<file path="config.mk">
export PLATFORM = sky130hd
export DESIGN_NAME = wb_commit_queue
export DESIGN_NICKNAME = d
export VERILOG_FILES = /design/src/rtl/wb_commit_queue.sv
export SDC_FILE = /design/constraint.sdc
export NUM_CORES = 1
export LEC_CHECK = 0
export ABC_AREA = 1
export ABC_CLOCK_PERIOD_IN_PS = 18400
export CORE_MARGIN = 5
export CORE_UTILIZATION = 47
export DETAILED_ROUTE_END_ITERATION = 10
export GPL_TIMING_DRIVEN = 0
export PLACE_DENSITY = 0.86
export SLEW_MARGIN = 20
export SYNTH_ARGS = -nofsm -noshare
export SYNTH_HDL_FRONTEND = slang
export SYNTH_SLANG_ARGS = --single-unit
</file>
<file path="constraint.sdc">
create_clock -name clk -period 18.4 [get_ports clk]
set_input_delay 1.84 -clock clk [delete_from_list [all_inputs] [get_ports clk]]
set_output_delay 1.84 -clock clk [all_outputs]
set_load 0.005 [all_outputs]
</file>
<file path="src/rtl/wb_commit_queue.sv">
`default_nettype none
// ============================================================================
// Module      : wb_commit_queue
// Description : Write-back stage with an in-order commit queue of DEPTH
//               completed instructions. The head retires when the register
//               file write port grants it. Exceptions, interrupts and ERET
//               are resolved precisely at the head and flush the queue. A
//               forwarding lookup scans every queued entry for decode bypass.
// Ports       : clk/resetn             - clock, synchronous active-low reset
//               ms_* / ws_allowin      - entry offered by the memory stage
//               has_int                - pending interrupt, taken at the head
//               rf_*                   - GPR write port (rf_ready = grant)
//               cp0_*                  - CP0 read, exception, mtc0 and eret
//               ws_flush               - pipeline flush
//               fwd_*                  - forwarding query and result
//               ws_count               - occupancy
//               debug_wb_*             - retirement trace
// Revision    : 1.0 - initial release
// ============================================================================
module wb_commit_queue #(
    parameter int DW    = 32,
    parameter int DEPTH = 2
) (
    input  logic                     clk,
    input  logic                     resetn,
    input  logic                     ms_to_ws_valid,
    output logic                     ws_allowin,
    input  logic                     ms_gr_we,
    input  logic [4:0]               ms_dest,
    input  logic [DW-1:0]            ms_result,
    input  logic [31:0]              ms_pc,
    input  logic                     ms_res_from_cp0,
    input  logic                     ms_mtc0_we,
    input  logic [4:0]               ms_cp0_addr,
    input  logic [DW-1:0]            ms_rt_value,
    input  logic                     ms_eret,
    input  logic                     ms_ex,
    input  logic [4:0]               ms_excode,
    input  logic [31:0]              ms_badvaddr,
    input  logic                     ms_inst_addr_ex,
    input  logic                     ms_bd,
    input  logic                     has_int,
    input  logic                     rf_ready,
    output logic                     rf_we,
    output logic [4:0]               rf_waddr,
    output logic [DW-1:0]            rf_wdata,
    output logic [4:0]               cp0_raddr,
    input  logic [DW-1:0]            cp0_rdata,
    output logic                     cp0_ex,
    output logic [4:0]               cp0_excode,
    output logic [31:0]              cp0_badvaddr,
    output logic                     cp0_bd,
    output logic [31:0]              cp0_epc,
    output logic                     cp0_mtc0_we,
    output logic [4:0]               cp0_waddr,
    output logic [DW-1:0]            cp0_wdata,
    output logic                     cp0_eret,
    output logic                     ws_flush,
    input  logic [4:0]               fwd_addr,
    output logic                     fwd_hit,
    output logic                     fwd_wait,
    output logic [DW-1:0]            fwd_data,
    output logic [$clog2(DEPTH):0]   ws_count,
    output logic [31:0]              debug_wb_pc,
    output logic [3:0]               debug_wb_rf_wen,
    output logic [4:0]               debug_wb_rf_wnum,
    output logic [31:0]              debug_wb_rf_wdata
);

    localparam int AW = $clog2(DEPTH);
    localparam logic [AW:0] c_full = (AW+1)'(DEPTH);
    localparam logic [AW:0] c_one  = (AW+1)'(1);

    typedef struct packed {
        logic          gr_we;
        logic [4:0]    dest;
        logic [DW-1:0] result;
        logic [31:0]   pc;
        logic          res_from_cp0;
        logic          mtc0_we;
        logic [4:0]    cp0_addr;
        logic [DW-1:0] rt_value;
        logic          eret;
        logic          ex;
        logic [4:0]    excode;
        logic [31:0]   badvaddr;
        logic          inst_addr_ex;
        logic          bd;
    } entry_t;

    entry_t        r_q [DEPTH];
    logic [AW:0]   r_rd_ptr;
    logic [AW:0]   r_wr_ptr;

    logic [AW:0]   w_count;
    logic          w_head_valid;
    entry_t        w_head;
    entry_t        w_new;
    logic          w_head_exc;
    logic          w_eret_go;
    logic          w_flush;
    logic          w_retire;
    logic          w_enq;
    logic [DW-1:0] w_rf_wdata;
    logic [AW-1:0] w_scan_idx  [DEPTH];
    logic          w_scan_live [DEPTH];

    // Pointer difference wraps naturally because pointers carry one extra bit.
    assign w_count  = r_wr_ptr - r_rd_ptr;
    assign ws_count = w_count;

    // Holding resetn low masks the head so nothing commits while resetting.
    assign w_head_valid = resetn && (w_count != '0);
    assign w_head       = r_q[r_rd_ptr[AW-1:0]];

    assign w_head_exc = w_head_valid && (w_head.ex || has_int);
    assign w_eret_go  = w_head_valid && w_head.eret && !w_head_exc;
    assign w_flush    = w_head_exc || w_eret_go;
    assign w_retire   = w_head_valid &&
                        (w_head_exc || w_head.eret || !w_head.gr_we || rf_ready);

    // A full queue refuses entries even if the head retires this cycle.
    assign ws_allowin = (w_count != c_full) && !w_flush;
    assign w_enq      = ms_to_ws_valid && ws_allowin;

    assign w_new = '{gr_we: ms_gr_we, dest: ms_dest, result: ms_result,
                     pc: ms_pc, res_from_cp0: ms_res_from_cp0,
                     mtc0_we: ms_mtc0_we, cp0_addr: ms_cp0_addr,
                     rt_value: ms_rt_value, eret: ms_eret, ex: ms_ex,
                     excode: ms_excode, badvaddr: ms_badvaddr,
                     inst_addr_ex: ms_inst_addr_ex, bd: ms_bd};

    always_ff @(posedge clk) begin
        if (!resetn) begin
            r_rd_ptr <= '0;
            r_wr_ptr <= '0;
        end else if (w_flush) begin
            r_rd_ptr <= '0;
            r_wr_ptr <= '0;
        end else begin
            if (w_enq)    r_wr_ptr <= r_wr_ptr + c_one;
            if (w_retire) r_rd_ptr <= r_rd_ptr + c_one;
        end
    end

    // Entry storage needs no reset: occupancy is defined by the pointers.
    always_ff @(posedge clk) begin
        if (resetn && w_enq) r_q[r_wr_ptr[AW-1:0]] <= w_new;
    end

    // GPR write port
    assign rf_we      = w_head_valid && !w_flush && w_head.gr_we && rf_ready;
    assign rf_waddr   = w_head_valid ? w_head.dest : 5'd0;
    assign w_rf_wdata = !w_head_valid       ? '0 :
                        w_head.res_from_cp0 ? cp0_rdata : w_head.result;
    assign rf_wdata   = w_rf_wdata;

    // CP0 interface
    assign cp0_raddr    = w_head_valid ? w_head.cp0_addr : 5'd0;
    assign cp0_ex       = w_head_exc;
    assign cp0_excode   = !w_head_exc ? 5'd0 : (has_int ? 5'd0 : w_head.excode);
    assign cp0_badvaddr = !w_head_exc ? 32'd0 :
                          (w_head.inst_addr_ex ? w_head.pc : w_head.badvaddr);
    assign cp0_epc      = w_head_exc ? w_head.pc : 32'd0;
    assign cp0_bd       = w_head_exc && w_head.bd;
    assign cp0_mtc0_we  = w_retire && !w_flush && w_head.mtc0_we;
    assign cp0_waddr    = w_head_valid ? w_head.cp0_addr : 5'd0;
    assign cp0_wdata    = w_head_valid ? w_head.rt_value : '0;
    assign cp0_eret     = w_eret_go;
    assign ws_flush     = w_flush;

    // Trace
    assign debug_wb_pc       = w_head_valid ? w_head.pc : 32'd0;
    assign debug_wb_rf_wen   = {4{rf_we}};
    assign debug_wb_rf_wnum  = rf_waddr;
    assign debug_wb_rf_wdata = 32'(w_rf_wdata);

    // Scan slots in age order starting at the head; slot g is live when it
    // lies within the current occupancy.
    for (genvar g = 0; g < DEPTH; g++) begin : g_scan
        assign w_scan_idx[g]  = r_rd_ptr[AW-1:0] + AW'(g);
        assign w_scan_live[g] = resetn && ((AW+1)'(g) < w_count);
    end

    // Later (younger) matches overwrite earlier ones, so the youngest wins.
    // The head still counts even in the cycle it retires.
    always_comb begin
        fwd_hit  = 1'b0;
        fwd_wait = 1'b0;
        fwd_data = '0;
        for (int i = 0; i < DEPTH; i++) begin
            if (w_scan_live[i] && r_q[w_scan_idx[i]].gr_we &&
                r_q[w_scan_idx[i]].dest == fwd_addr && fwd_addr != 5'd0) begin
                fwd_hit  = 1'b1;
                fwd_wait = r_q[w_scan_idx[i]].res_from_cp0;
                fwd_data = r_q[w_scan_idx[i]].result;
            end
        end
    end

endmodule
`default_nettype wire

</file>
# == After elaboration in Yosys (flattened, before gate mapping) ==
# Memory sizes are Yosys's and may differ from the RTL's. A register that Yosys moved wholly into a read port is not among the register bits.
# Index checks and enable logic that the tools add are counted.
# totals
ramBits,300
output_inout_bits,264
word_cells,67
reg_bits,4
mem_count,1
# classes
bitwise,1
addsub,4
n_eq_ne,3
reduce_logical,33
magnitude_cmp,2
n_mux,21
# memory_table
memory,depth,word_bits,rd,rd_ports_with_merged_regs,wr,line,source
r_q,2,150,2,1,1,91,entry_t r_q [DEPTH];
# ops
cell,n
$mux 32,9
$logic_and 1x1->1,22
$mux 5,4
$eq 5x5->1,2
$mux 1,8
$logic_or 1x1->1,5
$reduce_bool 5->1,1
$add 2x1->2 const B,2
$lt 1x2->1 const A,2
$logic_not 1->1,3
$ne 2x2->1 const B,1
$reduce_bool 2->1,1
$reduce_or 2->1,1
$sub 2x2->2,1
$add 1x1->1 const B,1
$not 1->1,1

# == Depth between registers and ports, before layout ==
# logic_depth
ltp_word,13
depth_mapped,12
mapped_depth_nobuf,11

# == Worst setup path after synthesis ==
# OpenSTA, ideal clock, no wires.
# synth_path
kind,input port to flip-flop
start,in has_int
end,"mem r_q[0][0] (netlist name), enable pin"
t_arrival_ns,12.479
stages,5
t_required_ns,17.556
n_path_buf,0
setup_time_ns,0.844
path_slack_ns,5.077
cell_sequence,inv_1 > nand3_1 > nand3_1 > nand4_1 > nor3_1
# synth_via
elab_chain_cells,11
# synth_rtl
element,line,source
start: declaration,42,"input logic has_int,"
$logic_or 1x1->1 (*),116,assign w_head_exc = w_head_valid && (w_head.ex || has_int);
$logic_and 1x1->1 (*),116,
$logic_not 1->1,-,
$logic_and 1x1->1,117,assign w_eret_go = w_head_valid && w_head.eret && !w_head_exc;
$logic_or 1x1->1 (*),118,assign w_flush = w_head_exc || w_eret_go;
$logic_not 1->1 (*),123,assign ws_allowin = (w_count != c_full) && !w_flush;
$logic_and 1x1->1 (*),123,
$logic_and 1x1->1 (*),124,assign w_enq = ms_to_ws_valid && ws_allowin;
$logic_and 1x1->1 (*),148,if (resetn && w_enq) r_q[r_wr_ptr[AW-1:0]] <= w_new;
$mux 1 (*),148,
$mux 1 (not written as such) (*),148,
end: declaration,91,
# Mark *: on every way between the ends. The rest lies on a longest branch, timed or not.

# == Final worst setup path ==
# layout_path
start,in resetn
end,out rf_waddr[4]
# layout_via
elab_chain_cells,2
# layout_rtl
element,line,source
start: declaration,25,"input logic resetn,"
$logic_and 1x1->1,113,assign w_head_valid = resetn && (w_count != '0);
$mux 5,153,assign rf_waddr = w_head_valid ? w_head.dest : 5'd0;
end: declaration,45,"output logic [4:0] rf_waddr,"
# No other way between the ends.

==> results.py <==
metrics = {
    "run_status": {
        "outcome": "finished, final reports clean",
    },
    "floorplanning": {
        "die_w_um": 184,
        "rows": 63,
        "die_area_sq_mm": 0.0340,
        "die_y_um": 184,
        "pin_count": 456,
        "core_sq_mm": 0.0298,
        "start_util_pct": 48.0,
    },
    "critical_path": {
        "r2r_cells": 12,
        "cp.arrival_ns": 4.56,
        "cpPeakStageDelay_ns": 0.50,
        "startpoint_type": "input port",
        "r2r_slack_ns": 14.64,
        "crit_chain": "clkdlybuf4s50_1, nand2_1, buf_2, buf_1, nor2_1, buf_4, clkdlybuf4s50_1",
        "rr_endpoint": "r_q[0][23]$_DFFE_PP_",
        "critPathCaptureType": "primary output",
        "required_ns": 16.56,
        "worstPathMaxFanout": 10,
        "crit-reg2reg-launch": "r_wr_ptr[0]$_SDFFE_PP0P_",
        "cp.buffers_inverters": 5,
        "path_common_cell": "clkdlybuf4s50_1",
        "critical_path.top_delay_family": "buffers and inverters",
        "cp_slowest_cell": "buf_2",
        "worstSetupPathType": "input port to primary output",
    },
    "power_and_ir_drop": {
        "clkPwrFrac_pct": 21.0,
        "combPwrFrac_pct": 47.4,
        "power.internal_w": 0.00186,
        "p_seq_share_pct": 31.6,
        "p_sw_w": 0.00107,
        "p_leak_nw": 7.80,
        "p_per_area_mw_per_mm2": 142,
        "peakVddDrop_mv": 0.108,
        "swShare_pct": 36.5,
    },
    "run": {
        "drv_cap": 0,
    },
    "cts": {
        "root_buffer": "clkbuf_16",
        "cts_tree": "built",
        "postCtsSetupRepairBufs": 0,
        "clk_pin_slew_worst_paths_ns": 0.06,
        "tritoncts.num_buffers": 29,
        "cts_resized": 0,
        "clk_latency_ns": 0.56,
        "max-clock-path-buffers": 3,
        "hold_buffers": 0,
        "clock_sinks": 305,
        "cts.htree.levels": 1,
    },
    "cells_and_area": {
        "final_common_cell": "clkdlybuf4s50_1",
        "layout-drive-gt1-share_pct": 12.0,
        "final_area_sq_mm": 0.0206,
        "nets": 2090,
        "final_cell_mix": "clkdlybuf4s50_1 (455), nand2_1 (370), edfxtp_1 (300), nor2_1 (142), a21oi_1 (88)",
        "syn_to_final_growth_pct": 44.2,
        "utilization_pct": 69.2,
    },
    "worst_hold_path": {
        "holdPathStages": 2,
        "min_from": "r_wr_ptr[1]$_SDFFE_PP0P_",
        "hold_path.class": "register to register",
        "holdPathEnd": "r_wr_ptr[1]$_SDFFE_PP0P_",
    },
    "routing": {
        "route.detailed.drc": 0,
        "wl_met2_mm": 24.2,
        "vias": 12365,
        "routed_wl_mm": 48.0,
        "final_antenna_net_count": 0,
        "route.met3.wl_mm": 4.97,
        "highest_layer": "met5",
        "wl_met1_mm": 16.7,
        "firstDrtPassIters": 6,
        "first_iter_violations": 1068,
        "avgRoutedWirePerCell_um": 20.7,
        "viasPerCell": 5.35,
    },
    "timing": {
        "rsz0062_at_grt": "no",
        "post-route-period-util_pct": 34.8,
        "setup_tns_ns": 0,
        "period_needed_ns": 6.40,
        "setup_viol_count_final": 0,
        "slew_headroom_pct": 37.1,
        "fin_ws_ns": 12.00,
        "holdWs_ns": 0.551,
        "skew_ns": 0.0166,
        "drv_slew": 0,
        "worstMarginPinSlew_ns": 0.918,
        "max_freq_ghz": 0.156,
        "finalHoldViolations": 0,
    },
    "place": {
        "place_area_sq_mm": 0.0196,
        "preCtsSetupSlack_ns": 11.98,
        "gp_congestion": 0.936,
        "hpwl_mm": 37.2,
        "io_buffers": 455,
    },
    "global_routing": {
        "antenna_found_initial": 3,
        "grt_max_degree": 15,
        "grt-ovfl-total": 0,
        "gr-usage-all-layers_pct": 26.9,
        "grt_pass1_vias": 12572,
        "grt_pass1_wl_mm": 71.0,
    },
    "synth": {
        "ys_types": 29,
        "syn-mean-instance-area_sq_um": 10.4,
        "synth-seq-cells": 305,
        "synthCells": 1376,
        "yosys_warnings": 0,
        "yosysSeqAreaShare_pct": 63.7,
        "syn-num-nets": 1569,
        "synth_area_sq_mm": 0.0143,
    },
}
## synthesized netlist by cell type
| cell type | instances | area, sq um |
|---|---|---|
| nand3_2 | 21 | 210 |
| nand2_2 | 8 | 50.1 |
| buf_6 | 5 | 56.3 |
| ha_1 | 1 | 12.5 |
| nand3_1 | 55 | 275 |
| o21ai_1 | 3 | 15.0 |
| a21oi_1 | 88 | 440 |
| buf_4 | 51 | 383 |
| mux2i_1 | 33 | 330 |
| edfxtp_1 | 300 | 9010 |
| inv_1 | 60 | 225 |
| o21ai_0 | 69 | 345 |
| nor2_4 | 3 | 33.8 |
| nor2_8 | 1 | 20.0 |
| dfxtp_1 | 5 | 100 |
| buf_1 | 5 | 18.8 |
| buf_12 | 2 | 40.0 |
| nor3_1 | 41 | 205 |
| inv_2 | 6 | 22.5 |
| nand4_1 | 8 | 50.1 |
| buf_2 | 21 | 105 |
| nand2_4 | 4 | 45.0 |
| clkbuf_1 | 38 | 143 |
| nor2_1 | 142 | 533 |
| nor3b_1 | 2 | 15.0 |
| nand2_1 | 370 | 1390 |
| or2_2 | 31 | 194 |
| xor2_1 | 2 | 17.5 |
| nand3b_1 | 1 | 7.51 |
## worst reg2reg max path: stages (launching register included)
cell	delay, ns
dfxtp_1	0.39
inv_1	0.12
ha_1	0.35
nand3_1	0.19
nand3_1	0.28
nand4_1	0.28
nor3_2	0.60
buf_4	0.31
buf_6	0.16
buf_4	0.18
buf_4	0.20
buf_6	0.18
buf_4	0.22
## power groups by stage
stage | logic (W) | registers (W) | clock network, W
3_5_place_dp | 0.00138 | 0.000937 | 0
4_1_cts | 0.00139 | 0.000923 | 0.000622
6_report | 0.00139 | 0.000924 | 0.000613
5_1_grt | 0.00150 | 0.000932 | 0.000649
2_1_floorplan | 0.000677 | 0.000969 | 0
3_3_place_gp | 0.00132 | 0.000996 | 0
## stage by stage
step | instances | power [W]
floorplan | 1376 | 0.00165
global placement | 2221 | 0.00232
detailed placement | 2256 | 0.00231
CTS | 2310 | 0.00293
global route | 2311 | 0.00308
finish | 2313 | 0.00293
## worst max-delay path by stage
stage | endpoint | startpoint | depth (start not counted) | slack, ns
after floorplan | r_q[0][0]$_DFFE_PP_ | has_int | 5 | 5.08
after global placement | r_q[0][21]$_DFFE_PP_ | has_int | 6 | -1.14
after detailed placement | rf_waddr[4] | resetn | 7 | 11.98
after CTS | rf_waddr[4] | resetn | 7 | 11.97
after global routing | rf_waddr[4] | resetn | 7 | 11.87
final | rf_waddr[4] | resetn | 7 | 12.00
## cell families after synthesis
kind of cell	after synthesis	synth area share (%)
AND/OR/NAND/NOR	687	21.2
flip-flops	305	63.7
buffers and inverters	188	6.95
AO/OA/AOI/OAI	160	5.60
multiplexers	33	2.31
XOR/XNOR	2	0.123
adder cells (fa/ha/maj)	1	0.0875
## layout make-up
class	instances	area, sq um
buffer	122	746
antenna	3	7.51
fill	2067	9190
tap	390	488
clock buffer	38	759
inverter	66	248
clock inverter	16	209
sequential	305	9110
multi-input combinational	883	4200
timing repair buffer	490	4840
## layer usage
metal | track usage, % | vias to the layer above
met5 | 0 | -
met4 | 10.5 | 2
met3 | 7.01 | 137
met2 | 48.3 | 713
met1 | 30.6 | 5831
li1 | - | 5682
## sequential cells by signal, indices dropped and copies added (netlist names), named ones only
name      count
r_rd_ptr      2
r_wr_ptr      2
r_q         300
(Power assumes the default switching activity.)
